**config.mk**
```make
export PLATFORM = sky130hd
export DESIGN_NAME = gpio_ctrl_irq
export DESIGN_NICKNAME = d
export VERILOG_FILES = /design/src/rtl/gpio_ctrl_irq.sv
export SDC_FILE = /design/constraint.sdc
export NUM_CORES = 1
export LEC_CHECK = 0
export ABC_AREA = 1
export BUFFER_PORTS_ARGS = -buffer_cell sky130_fd_sc_hd__buf_2
export CAP_MARGIN = 10
export CORE_MARGIN = 3
export CORE_UTILIZATION = 25
export DETAILED_ROUTE_END_ITERATION = 12
export GPL_ROUTABILITY_DRIVEN = 0
export GPL_TIMING_DRIVEN = 0
export PLACE_DENSITY = 0.53
export SYNTH_ARGS = -nofsm -noshare
export SYNTH_HDL_FRONTEND = slang
export SYNTH_SLANG_ARGS = --single-unit
```
**constraint.sdc**
```tcl
create_clock -name clock -period 3.83 [get_ports clock]
set_input_delay 0.5745 -clock clock [delete_from_list [all_inputs] [get_ports clock]]
set_output_delay 0.5745 -clock clock [all_outputs]
set_load 0.02 [all_outputs]
```
**src/rtl/gpio_ctrl_irq.sv**
```systemverilog
// gpio_ctrl_irq: register-mapped GPIO with synchronised inputs and edge interrupts
module gpio_ctrl_irq #(
  parameter int NUM_GPIO    = 32,
  parameter int SYNC_STAGES = 2
) (
  input  logic                clock,
  input  logic                reset,
  input  logic                bus_req,
  input  logic                bus_we,
  input  logic [4:0]          bus_addr,
  input  logic [31:0]         bus_wdata,
  output logic                bus_ready,
  output logic [31:0]         bus_rdata,
  input  logic [NUM_GPIO-1:0] gpio_input,
  output logic [NUM_GPIO-1:0] gpio_output,
  output logic [NUM_GPIO-1:0] gpio_direction,
  output logic                irq
);
  localparam int N = NUM_GPIO;
  logic          req_q, req_d, we_q, we_d, ready_q, ready_d, wr;
  logic [2:0]    addr_q, addr_d;
  logic [N-1:0]  wdata_q, wdata_d;
  logic [N-1:0]  sync_q [SYNC_STAGES];
  logic [N-1:0]  sync_d [SYNC_STAGES];
  logic [N-1:0]  prev_q, prev_d, dout_q, dout_d, dir_q, dir_d;
  logic [N-1:0]  ren_q, ren_d, fen_q, fen_d, status_q, status_d;
  logic [N-1:0]  sync, rise, fall, w1c;
  logic [31:0]   rdata_q, rdata_d, rd_val;
  logic          unused_ok;
  assign unused_ok      = ^bus_addr[1:0];
  assign sync           = sync_q[SYNC_STAGES-1];
  assign rise           = sync & ~prev_q;
  assign fall           = ~sync & prev_q;
  assign gpio_output    = dout_q;
  assign gpio_direction = dir_q;
  assign irq            = |status_q;
  assign bus_ready      = ready_q;
  assign bus_rdata      = rdata_q;
  // Capture the request; it executes and acks on the following edge
  always_comb begin
    req_d   = bus_req;
    we_d    = bus_we;
    addr_d  = bus_addr[4:2];
    wdata_d = bus_wdata[N-1:0];
  end
  // Input synchroniser chain plus one cycle of history for edge detection
  always_comb begin
    sync_d[0] = gpio_input;
    for (int s = 1; s < SYNC_STAGES; s++) sync_d[s] = sync_q[s-1];
    prev_d = sync;
  end
  // Register writes and sticky status where a new edge beats a same-cycle clear
  always_comb begin
    wr       = req_q & we_q;
    dout_d   = wr && addr_q == 3'd0 ? wdata_q :
               wr && addr_q == 3'd3 ? dout_q | wdata_q :
               wr && addr_q == 3'd4 ? dout_q & ~wdata_q : dout_q;
    dir_d    = wr && addr_q == 3'd1 ? wdata_q : dir_q;
    ren_d    = wr && addr_q == 3'd5 ? wdata_q : ren_q;
    fen_d    = wr && addr_q == 3'd6 ? wdata_q : fen_q;
    w1c      = wr && addr_q == 3'd7 ? wdata_q : '0;
    status_d = (status_q & ~w1c) | (rise & ren_q) | (fall & fen_q);
  end
  // Read mux over the word index; write-only registers read as zero
  always_comb begin
    case (addr_q)
      3'd0:    rd_val = 32'(dout_q);
      3'd1:    rd_val = 32'(dir_q);
      3'd2:    rd_val = 32'(sync);
      3'd5:    rd_val = 32'(ren_q);
      3'd6:    rd_val = 32'(fen_q);
      3'd7:    rd_val = 32'(status_q);
      default: rd_val = '0;
    endcase
  end
  // One-cycle acknowledge; data only driven for reads
  always_comb begin
    ready_d = req_q;
    rdata_d = req_q && !we_q ? rd_val : '0;
  end
  // State registers
  always_ff @(posedge clock) begin
    if (reset) begin
      req_q    <= 1'b0;
      we_q     <= 1'b0;
      addr_q   <= '0;
      wdata_q  <= '0;
      for (int s = 0; s < SYNC_STAGES; s++) sync_q[s] <= '0;
      prev_q   <= '0;
      dout_q   <= '0;
      dir_q    <= '0;
      ren_q    <= '0;
      fen_q    <= '0;
      status_q <= '0;
      ready_q  <= 1'b0;
      rdata_q  <= '0;
    end else begin
      req_q    <= req_d;
      we_q     <= we_d;
      addr_q   <= addr_d;
      wdata_q  <= wdata_d;
      sync_q   <= sync_d;
      prev_q   <= prev_d;
      dout_q   <= dout_d;
      dir_q    <= dir_d;
      ren_q    <= ren_d;
      fen_q    <= fen_d;
      status_q <= status_d;
      ready_q  <= ready_d;
      rdata_q  <= rdata_d;
    end
  end
endmodule
```
Word-level counts from Yosys, hierarchy flattened --
Cells that the tools add are included.
Operators by class: equality and inequality tests 7, mux-type cells 5, bitwise operators 15, reduce and logical (&&, ||, !) cells 13
Operators by type and width (number):
- AND 32 bit | 6
- one-hot mux 32 bit (6 select lines) | 1
- two-way mux 32 bit | 4
- inverter 32 bit | 4
- bitwise OR 32 bit | 3
- OR reduction 32 bit | 1
- equality test 3 bit (second input constant) | 4
- logical AND 1 bit | 8
- equality test 3 x 2 -> 1 bit (second input constant) | 2
- equality test 3 x 1 -> 1 bit (second input constant) | 1
- zero test 3 bit | 1
- nonzero test 3 bit | 1
- OR reduction 2 bit | 1
- AND 1 bit | 1
- zero test 1 bit | 1
- inverter 1 bit | 1
Word-level totals: register bits after elaboration 326, bits of input ports 73, output and inout port bits 98, word-level logic and storage cells 54

Longest topological paths before layout --
Gate-level depths: netlist of the first run.
depth in word-level cells 7, gate-level depth with buffers 9

Worst setup path after synthesis of the first run --
Ideal clock, no wire load.
path type input to register, start point in reset, end point reg sync_q (netlist bit sync_d[10]), setup time 128 ps, arrival time 1370 ps, setup slack 2333 ps, cell stages on the path 4, cell sequence buf_2 clkbuf_1 buf_1 nor2_1
RTL lines:
- start, declared | line 7 | input logic reset,
- end signal, assigned | line 102 | sync_q <= sync_d;
- end, declared | line 23 | logic [N-1:0] sync_q [SYNC_STAGES];
No word-level cell between the ends.

Worst setup path in the final report of the first run --
start point reg status_q[6], end point out irq
Between the ends: word-level cells in the longest chain between the ends 1
Ends and longest elaborated chain:
- start, declared | line 26 | logic [N-1:0] ren_q, ren_d, fen_q, fen_d, status_q, status_d;
- start signal, assigned | line 108 | status_q <= status_d;
- OR reduction 32 bit | line 36 | assign irq = |status_q;
- end, declared | line 17 | output logic irq
No other way between the ends.

==> impl_summary.md, run 1 <==
Setup path
The largest fanout on the critical path is 2. The slowest cell on the critical path is sky130_fd_sc_hd__dfxtp_1. The nature of the critical path endpoint is an output port. STA classifies the critical path startpoint as a flip-flop. The endpoint of the lowest-slack register-to-register path is bus_rdata[7].

Traced cell by cell, the critical path runs through inv_1, nand2_1, nor3_1, and2_1, nand4_1, buf_2. In this run the critical register-to-register path is launched from ready_d. The launch point of the worst path is status_q[6].

The depth of the critical timing path with buffers and inverters included is 6. The worst path buffer plus inverter count is 2. For the worst setup path, the data arrival time is 1.81 ns.

The path depth of the worst reg2reg path is 5. The cell family contributing the most delay on the critical path is simple AND/OR/NAND/NOR gates. The critical path is of the reg2out type. The capturing instance or port of the critical path is irq. The flop-to-flop setup slack is 1.77 ns. The largest single stage delay on the critical path is slightly above 0.3 ns. At the worst endpoint, the required time is between 3 and 4 ns.

Timing
For the finished layout, the period the worst path requires is 2.39 ns. The worst path uses 62.3% of the clock period. The worst clock skew is 0.0203 ns. For this run, the top clock speed supported by timing is 419 MHz. In the final timing run, aggregate negative setup slack is 0 ns. The final hold slack is ~0.24 ns. The worst slew margin relative to its limit is 47.1%.

The worst-margin pin slew is roughly 0.79 ns. The number of hold violations in the final report is 0. Setup repair after global routing left no endpoint under its margin. Setup violations remaining at the end of the flow were counted as 0. The number of max-slew violations in the final report is 0.

Layout
The number of fillers in the final layout is between 5000 and 6000. The post-layout net count is 2000. The antenna cell count is 0. Cells with a size suffix above 1 make up 15.5% of the layout. The area growth from synthesis to layout is 22.0%.

Synth
The total nets after synthesis is 1794. The most common cell in the synthesized netlist is sky130_fd_sc_hd__dfxtp_1. A synthesized cell averages 7.43 um2. Sequential elements use between 50% and 60% of the synthesized area. After synthesis, the cell types taking the most area are sky130_fd_sc_hd__dfxtp_1 51%, sky130_fd_sc_hd__nand2_1 8.6%, sky130_fd_sc_hd__a21oi_1 7.5%. The combined area of all synthesized cells is 0.0128 mm2. The commonest cells after synthesis are 326 x sky130_fd_sc_hd__dfxtp_1, 293 x sky130_fd_sc_hd__nand2_1, 253 x sky130_fd_sc_hd__inv_1. The most used flip-flop cell after synthesis is sky130_fd_sc_hd__dfxtp_1. The fraction of synthesized cell area taken by the top area cell type is between 50 and 60%.

For this run, the number of Yosys warnings is 0. Synthesis inferred 326 register bits. The dominant cell type by area after synthesis is sky130_fd_sc_hd__dfxtp_1. In the synthesized netlist the async set-or-reset flop fraction comes to 0%. In this run, synthesis inferred 0 flip-flops with an integrated enable. The gate count of the mapped netlist is between 1500 and 2000. The distinct cell type count after synthesis is 22.

Drt
Dividing the detail-routed via count by the number of cells gives 4.67. The average detailed-routed wire length per instance is 18.2 um. Detailed routing inserted a total of 12200 vias. The post-route antenna net violation count is 0. The final layout contains routed wiring with a total length of 47.6 mm. After detailed routing, the number of remaining DRC violations is 0. The number of DRC violations after detailed-routing iteration 0 is 1028. The number of search-and-repair iterations in the first detailed-routing pass is 6.

CTS
The total of hold buffers inserted after clock tree synthesis is 0. The clock tree from TritonCTS is yes. CTS saw 326 sinks. The number of instances resized during post-cts repair is 0. Clock tree synthesis inserted a total of 37 buffers. The number of buffers inserted by post-CTS setup repair is 0. Clock-pin slew was measured on the worst setup and hold paths at around 0.06 ns. The clock tree root driver cell is sky130_fd_sc_hd__clkbuf_16. The largest buffer count on any clock path is 3. The clock latency at the later pin of the worst-skew pair is about 0.54 ns. The H-tree was split into 2 levels.

Floorplanning
The die covers 0.0539 mm2. The vertical die dimension is 232 um. The placeable core region is 0.0504 mm2. For this configuration, the core starts out at a cell density of around a quarter. The count of pins on the block boundary is 171. The floorplan has 82 rows. The floorplan die width is 232 um.

Global route
The met3 track utilization from global routing is 4.21%. The met2 capacity usage during global routing is 27.4%. For met1 alone, demand over resource in global routing was a little under a quarter.

Entering global routing, the biggest net connects 13 pins. The via count of the first global-routing pass is approximately 12000. After global routing, the most crowded layer is met2.

Across every metal layer, demand over resource in global routing totals 17.2%. The initial antenna violation count is 1. The first global-routing pass estimated 70.6 mm of wire.

The aggregate global routing overflow is 0.

Power and ir drop
The power density over the cells is 477 mW/mm2. VDD sags by at most 0.000220 V. The cell leakage power is 6.80 nW.

Place
The estimated wirelength of the detail-placed design is around 34 mm. The number of port buffers is 167.

Min path
The worst hold path was traced through 3 stages. In this run the worst hold path is classified as in2reg.

Status
The run finished with clean final reports.

Job
The max-cap violation count is 0.
[power by group]
| part | internal, mW | leakage [nW] | switching (mW) |
|---|---|---|---|
| clock network | 2.00 | 0.553 | 1.39 |
| registers | 3.48 | 2.66 | 0.0485 |
| logic | 0.132 | 3.59 | 0.375 |
[per-layer routing]
layer | vias up | share of wire, %
li1 | 5933 | -
met1 | 5712 | 44
met2 | 503 | 45
met3 | 92 | 8.6
met4 | 2 | 3.0
met5 | - | 0.017
[cells in the final DEF, fill, tap and decap left out]
cell type,netlist,final
sky130_fd_sc_hd__inv_2,6,6
sky130_fd_sc_hd__clkbuf_1,44,53
sky130_fd_sc_hd__bufinv_16,0,1
sky130_fd_sc_hd__buf_1,5,5
sky130_fd_sc_hd__nor2_4,3,3
sky130_fd_sc_hd__mux2_2,8,8
sky130_fd_sc_hd__nand2_1,293,293
sky130_fd_sc_hd__buf_4,8,8
sky130_fd_sc_hd__nand4_1,102,102
sky130_fd_sc_hd__dfxtp_1,326,326
sky130_fd_sc_hd__a21oi_1,192,192
sky130_fd_sc_hd__nand3_1,69,69
sky130_fd_sc_hd__and2_1,1,1
sky130_fd_sc_hd__buf_2,53,220
sky130_fd_sc_hd__o21ai_1,89,89
sky130_fd_sc_hd__clkinvlp_4,0,1
sky130_fd_sc_hd__nor2_1,169,169
sky130_fd_sc_hd__clkbuf_16,0,37
sky130_fd_sc_hd__nand2_2,2,2
sky130_fd_sc_hd__inv_1,253,253
sky130_fd_sc_hd__nand3_2,1,1
sky130_fd_sc_hd__clkinv_2,0,2
sky130_fd_sc_hd__nor3_1,2,2
sky130_fd_sc_hd__clkbuf_8,0,9
sky130_fd_sc_hd__o21ai_0,92,92
sky130_fd_sc_hd__buf_6,2,2
sky130_fd_sc_hd__nor2_2,1,1
[area by class of cell]
cell class / count / area (um2) / share of cell area [%]
Tap cell: 672 / 841 / 5.39
Clock buffer: 55 / 1080 / 6.95
Multi-Input combinational cell: 1024 / 4750 / 30.5
Clock inverter: 4 / 47.5 / 0.305
Sequential cell: 326 / 6530 / 41.9
Inverter: 259 / 972 / 6.24
Buffer: 112 / 532 / 3.41
Timing Repair Buffer: 167 / 836 / 5.36
[cell families after synthesis]
logic type             synth area share [%]
buffers and inverters                  11.8
AND/OR/NAND/NOR                        21.9
AO/OA/AOI/OAI                          14.6
multiplexers                          0.705
flip-flops                             51.1
[sequential cells by signal, indices dropped and copies added, names as in the netlist, named ones only]
name / flops
addr_q: 3
bus_rdata: 32
gpio_direction: 32
status_q: 32
ren_q: 32
we_q: 1
bus_ready: 1
wdata_q: 32
sync_d: 32
fen_q: 32
prev_q: 32
prev_d: 32
ready_d: 1
[worst min path at each step]
stage | start | to | slack [ns]
final | bus_wdata[25] | wdata_q[25] | 0.24
after global routing | bus_wdata[27] | wdata_q[27] | 0.22
after CTS | bus_wdata[27] | wdata_q[27] | 0.21
after detailed placement | sync_d[11] | prev_d[11] | 0.40
after global placement | sync_d[4] | prev_d[4] | 0.40
after floorplan | sync_d[0] | prev_d[0] | 0.39
[through the flow]
stage | instance area, um2 | util (%) | std cells | setup WS [ns] | total power [mW]
6_report | 15600 | 30.9 | 2619 | 1.44 | 7.43
3_5_place_dp | 14500 | 28.7 | 2560 | 1.38 | 4.10
2_1_floorplan | 12800 | - | 1721 | 2.33 | 3.87
3_3_place_gp | 14500 | 28.7 | 2560 | 1.37 | 4.10
4_1_cts | 15600 | 30.9 | 2619 | 1.38 | 7.52
5_1_grt | 15600 | 30.9 | 2619 | 1.34 | 7.71
[worst register-to-register path, delay by kind of cell, from the launching register on]
family / cells / cell delay, ns
simple gates: 2 / 0.81
buf+inv: 2 / 0.41
compound gates: 1 / 0.38
flops: 1 / 0.36
No activity file was read; power rests on OpenSTA's default activity.
==> run 2: changes to the inputs <==
Clock period 3.83 ns to 2.4 ns, I/O delays scaled along.
==> impl_summary.md, run 2 (same netlist as run 1, synthesis figures left out) <==
Setup path
The startpoint of the worst register-to-register path is ready_d (unchanged). The startpoint kind of the worst setup timing path is a flip-flop (unchanged). The endpoint of the lowest-slack register-to-register path is bus_rdata[7] (unchanged).

The largest fanout on the critical path came to 2 (unchanged). The launch point of the worst path is status_q[6] (unchanged). The data arrival time of the critical path is 1.86 ns (was 1.81 ns). The endpoint required time on the critical path is 2.04 ns (was 3.26 ns). The type of the worst setup path was reg2out (unchanged).

The nature of the critical path endpoint is an output port (unchanged). The path depth of the worst reg2reg path is 5 (unchanged). The flop-to-flop setup slack is 0.33 ns (was 1.77 ns).

Drt
The post-route antenna net violation count is 0 (unchanged). The detailed-route wire length is 47.5 mm (was 47.6 mm). The average detailed-routed wire length per instance is 18.1 um (was 18.2 um). The vias after detailed routing is 12300 (was 12200). The number of DRC violations after detailed-routing iteration 0 was 1117 (was 1028). The remaining routing DRC violations was 0 (unchanged). The average vias per placed instance is 4.67 (about the same). The number of search-and-repair iterations in the first detailed-routing pass is 6 (unchanged).

CTS
The clock net sink count is 326 (unchanged). The clock tree root driver cell is sky130_fd_sc_hd__clkbuf_16 (unchanged). The number of buffers inserted by post-CTS setup repair is 0 (unchanged). The clock tree from TritonCTS is yes (unchanged). The clock latency at the later pin of the worst-skew pair came to 0.54 ns (about the same). The H-tree depth is 2 (unchanged). The number of buffers created by CTS is 37 (unchanged).

The largest buffer count on any clock path came to 3 (unchanged). The register clock-pin slew on the reported worst setup and hold paths came to 0.06 ns (about the same).

Floorplanning
The initial standard-cell utilization of the core is 25.4% (unchanged). The placeable core region is 0.0504 mm2 (unchanged). The vertical die dimension is 232 um (unchanged). The floorplan die width was 232 um (unchanged).

The count of pins on the block boundary is 171 (unchanged). The total number of placement rows is 82 (unchanged). The die area is 0.0539 mm2 (unchanged).

Timing
The post-route worst setup slack is 0.184 ns (was 1.44 ns). The worst path uses 92.3% of the clock period. The final setup violation count is 0 (unchanged).

The number of hold violations in the final report was 0 (unchanged). The worst-margin pin slew is 0.792 ns (was 0.794 ns). The worst clock skew is 0.0223 ns (was 0.0203 ns). Timing would allow up to 451 MHz. RSZ-0062 raised after global routing: false (unchanged). The worst slew margin relative to its limit is 47.2% (was 47.1%). The final hold slack is 0.0282 ns (was 0.237 ns). The final setup TNS came to 0 ns (unchanged).

The worst path needs 2.22 ns of the cycle, external delays included. The number of max-slew violations in the final report is 0 (unchanged).

Power and ir drop
The worst IR drop on VDD was 0.000355 V (was 0.000220 V). The power density over the cells is 760 mW/mm2 (was 477 mW/mm2). The total power is 11.9 mW (was 7.43 mW). The cell leakage power is 6.82 nW (was 6.80 nW).

Global route
The aggregate global routing overflow is 0 (unchanged). The global router's overall resource usage is 17.2% (about the same). The initial antenna violation count came to 2 (was 1). The via count of the first global-routing pass is 11700 (about the same). The maximum number of pins on one net before global-route repair is 13 (unchanged). The first-pass GRT wire length is 70.6 mm (about the same).

Place
The estimated wirelength of the detail-placed design is 34.1 mm (unchanged). The setup slack after placement was 0.162 ns (was 1.38 ns). The area after detailed placement was 0.0145 mm2 (unchanged).

The number of port buffers came to 167 (unchanged).

Layout
The total area of sequential cells is 0.00653 mm2 (unchanged). The ratio of cells with drive above 1 in the final layout is 15.4% (was 15.5%). The number of fillers in the final layout is 5485 (was 5488).

The post-layout net count was 2003 (was 2000). The cell area after layout is 0.0156 mm2 (about the same). The most common cell after layout, fill and taps aside is sky130_fd_sc_hd__dfxtp_1 (unchanged). The area growth from synthesis to layout is 22.2% (was 22.0%).

Commonest cells after routing, fill and taps aside: 326 x sky130_fd_sc_hd__dfxtp_1, 293 x sky130_fd_sc_hd__nand2_1, 253 x sky130_fd_sc_hd__inv_1 (unchanged). The area used by multi-input combinational logic is 0.00475 mm2 (unchanged). The antenna cell count is 0 (unchanged).

Min path
The type of the tightest min-delay check is in2reg (unchanged). The cell depth of the worst hold path was 3 (unchanged). The start point of the worst min-delay path was bus_wdata[11] (was bus_wdata[25]). The worst-case hold path end point is wdata_q[11] (was wdata_q[25]).

Status
Status: complete, no violations (unchanged).

Job
The max-cap violation count is 0 (unchanged).
## run 2: changes by cell type in the layout (fill, tap and decap cells not counted), sizes merged
| cell | delta |
|---|---|
| dlygate4sd3 | +3 |
## run 2: worst max-delay path, stage by stage, from the launching register on
cell and delay (ns):
sky130_fd_sc_hd__dfxtp_1 0.31, sky130_fd_sc_hd__inv_1 0.07, sky130_fd_sc_hd__nand2_1 0.05, sky130_fd_sc_hd__nor3_1 0.21
sky130_fd_sc_hd__and2_1 0.27, sky130_fd_sc_hd__nand4_1 0.19, sky130_fd_sc_hd__buf_2 0.21
## run 2: layout make-up
class / instances / share of cell area (%)
flip-flops and latches: 326 / 41.8
multi-input cells: 1024 / 30.4
clock buffers: 55 / 6.94
inverters: 259 / 6.22
repair buffers: 170 / 5.54
well taps: 672 / 5.38
plain buffers: 112 / 3.40
clock inverters: 4 / 0.304
## run 2: layer usage
| metal | part of all wire [%] | GRT usage [%] | wire, um |
|---|---|---|---|
| met1 | 44 | 22.8 | 20700 |
| met2 | 45 | 27.4 | 21300 |
| met3 | 8.5 | 4.28 | 4050 |
| met4 | 3.0 | 5.67 | 1430 |
| met5 | 0.046 | 0 | 22 |
## run 2: worst max-delay path by stage
| stage | endpoint | slack, ns | cells after the start |
|---|---|---|---|
| floorplan | sync_d[10] | 1.12 | 4 |
| global placement | bus_rdata[7] | 0.15 | 5 |
| detailed placement | bus_rdata[7] | 0.16 | 5 |
| CTS | irq | 0.17 | 6 |
| global route | irq | 0.13 | 6 |
| finish | irq | 0.18 | 6 |
## run 2: power by group
part	leakage, nW	total, mW	switching, mW	internal, mW
Combinational	3.61	0.813	0.600	0.213
Clock	0.553	5.44	2.24	3.20
Sequential	2.66	5.62	0.0772	5.55
Total	6.82	11.9	2.91	8.96
## run 2: timing repair
item / CTS / global route
gates resized for setup: 0 / 0
endpoints found under the hold margin: 3 / 0
hold buffers: 3 / 0
## run 2: through the flow
stage / cells / util [%]
3_3_place_gp: 2560 / 28.7
5_1_grt: 2622 / 31.0
3_5_place_dp: 2560 / 28.7
2_1_floorplan: 1721 / -
4_1_cts: 2622 / 31.0
6_report: 2622 / 31.0
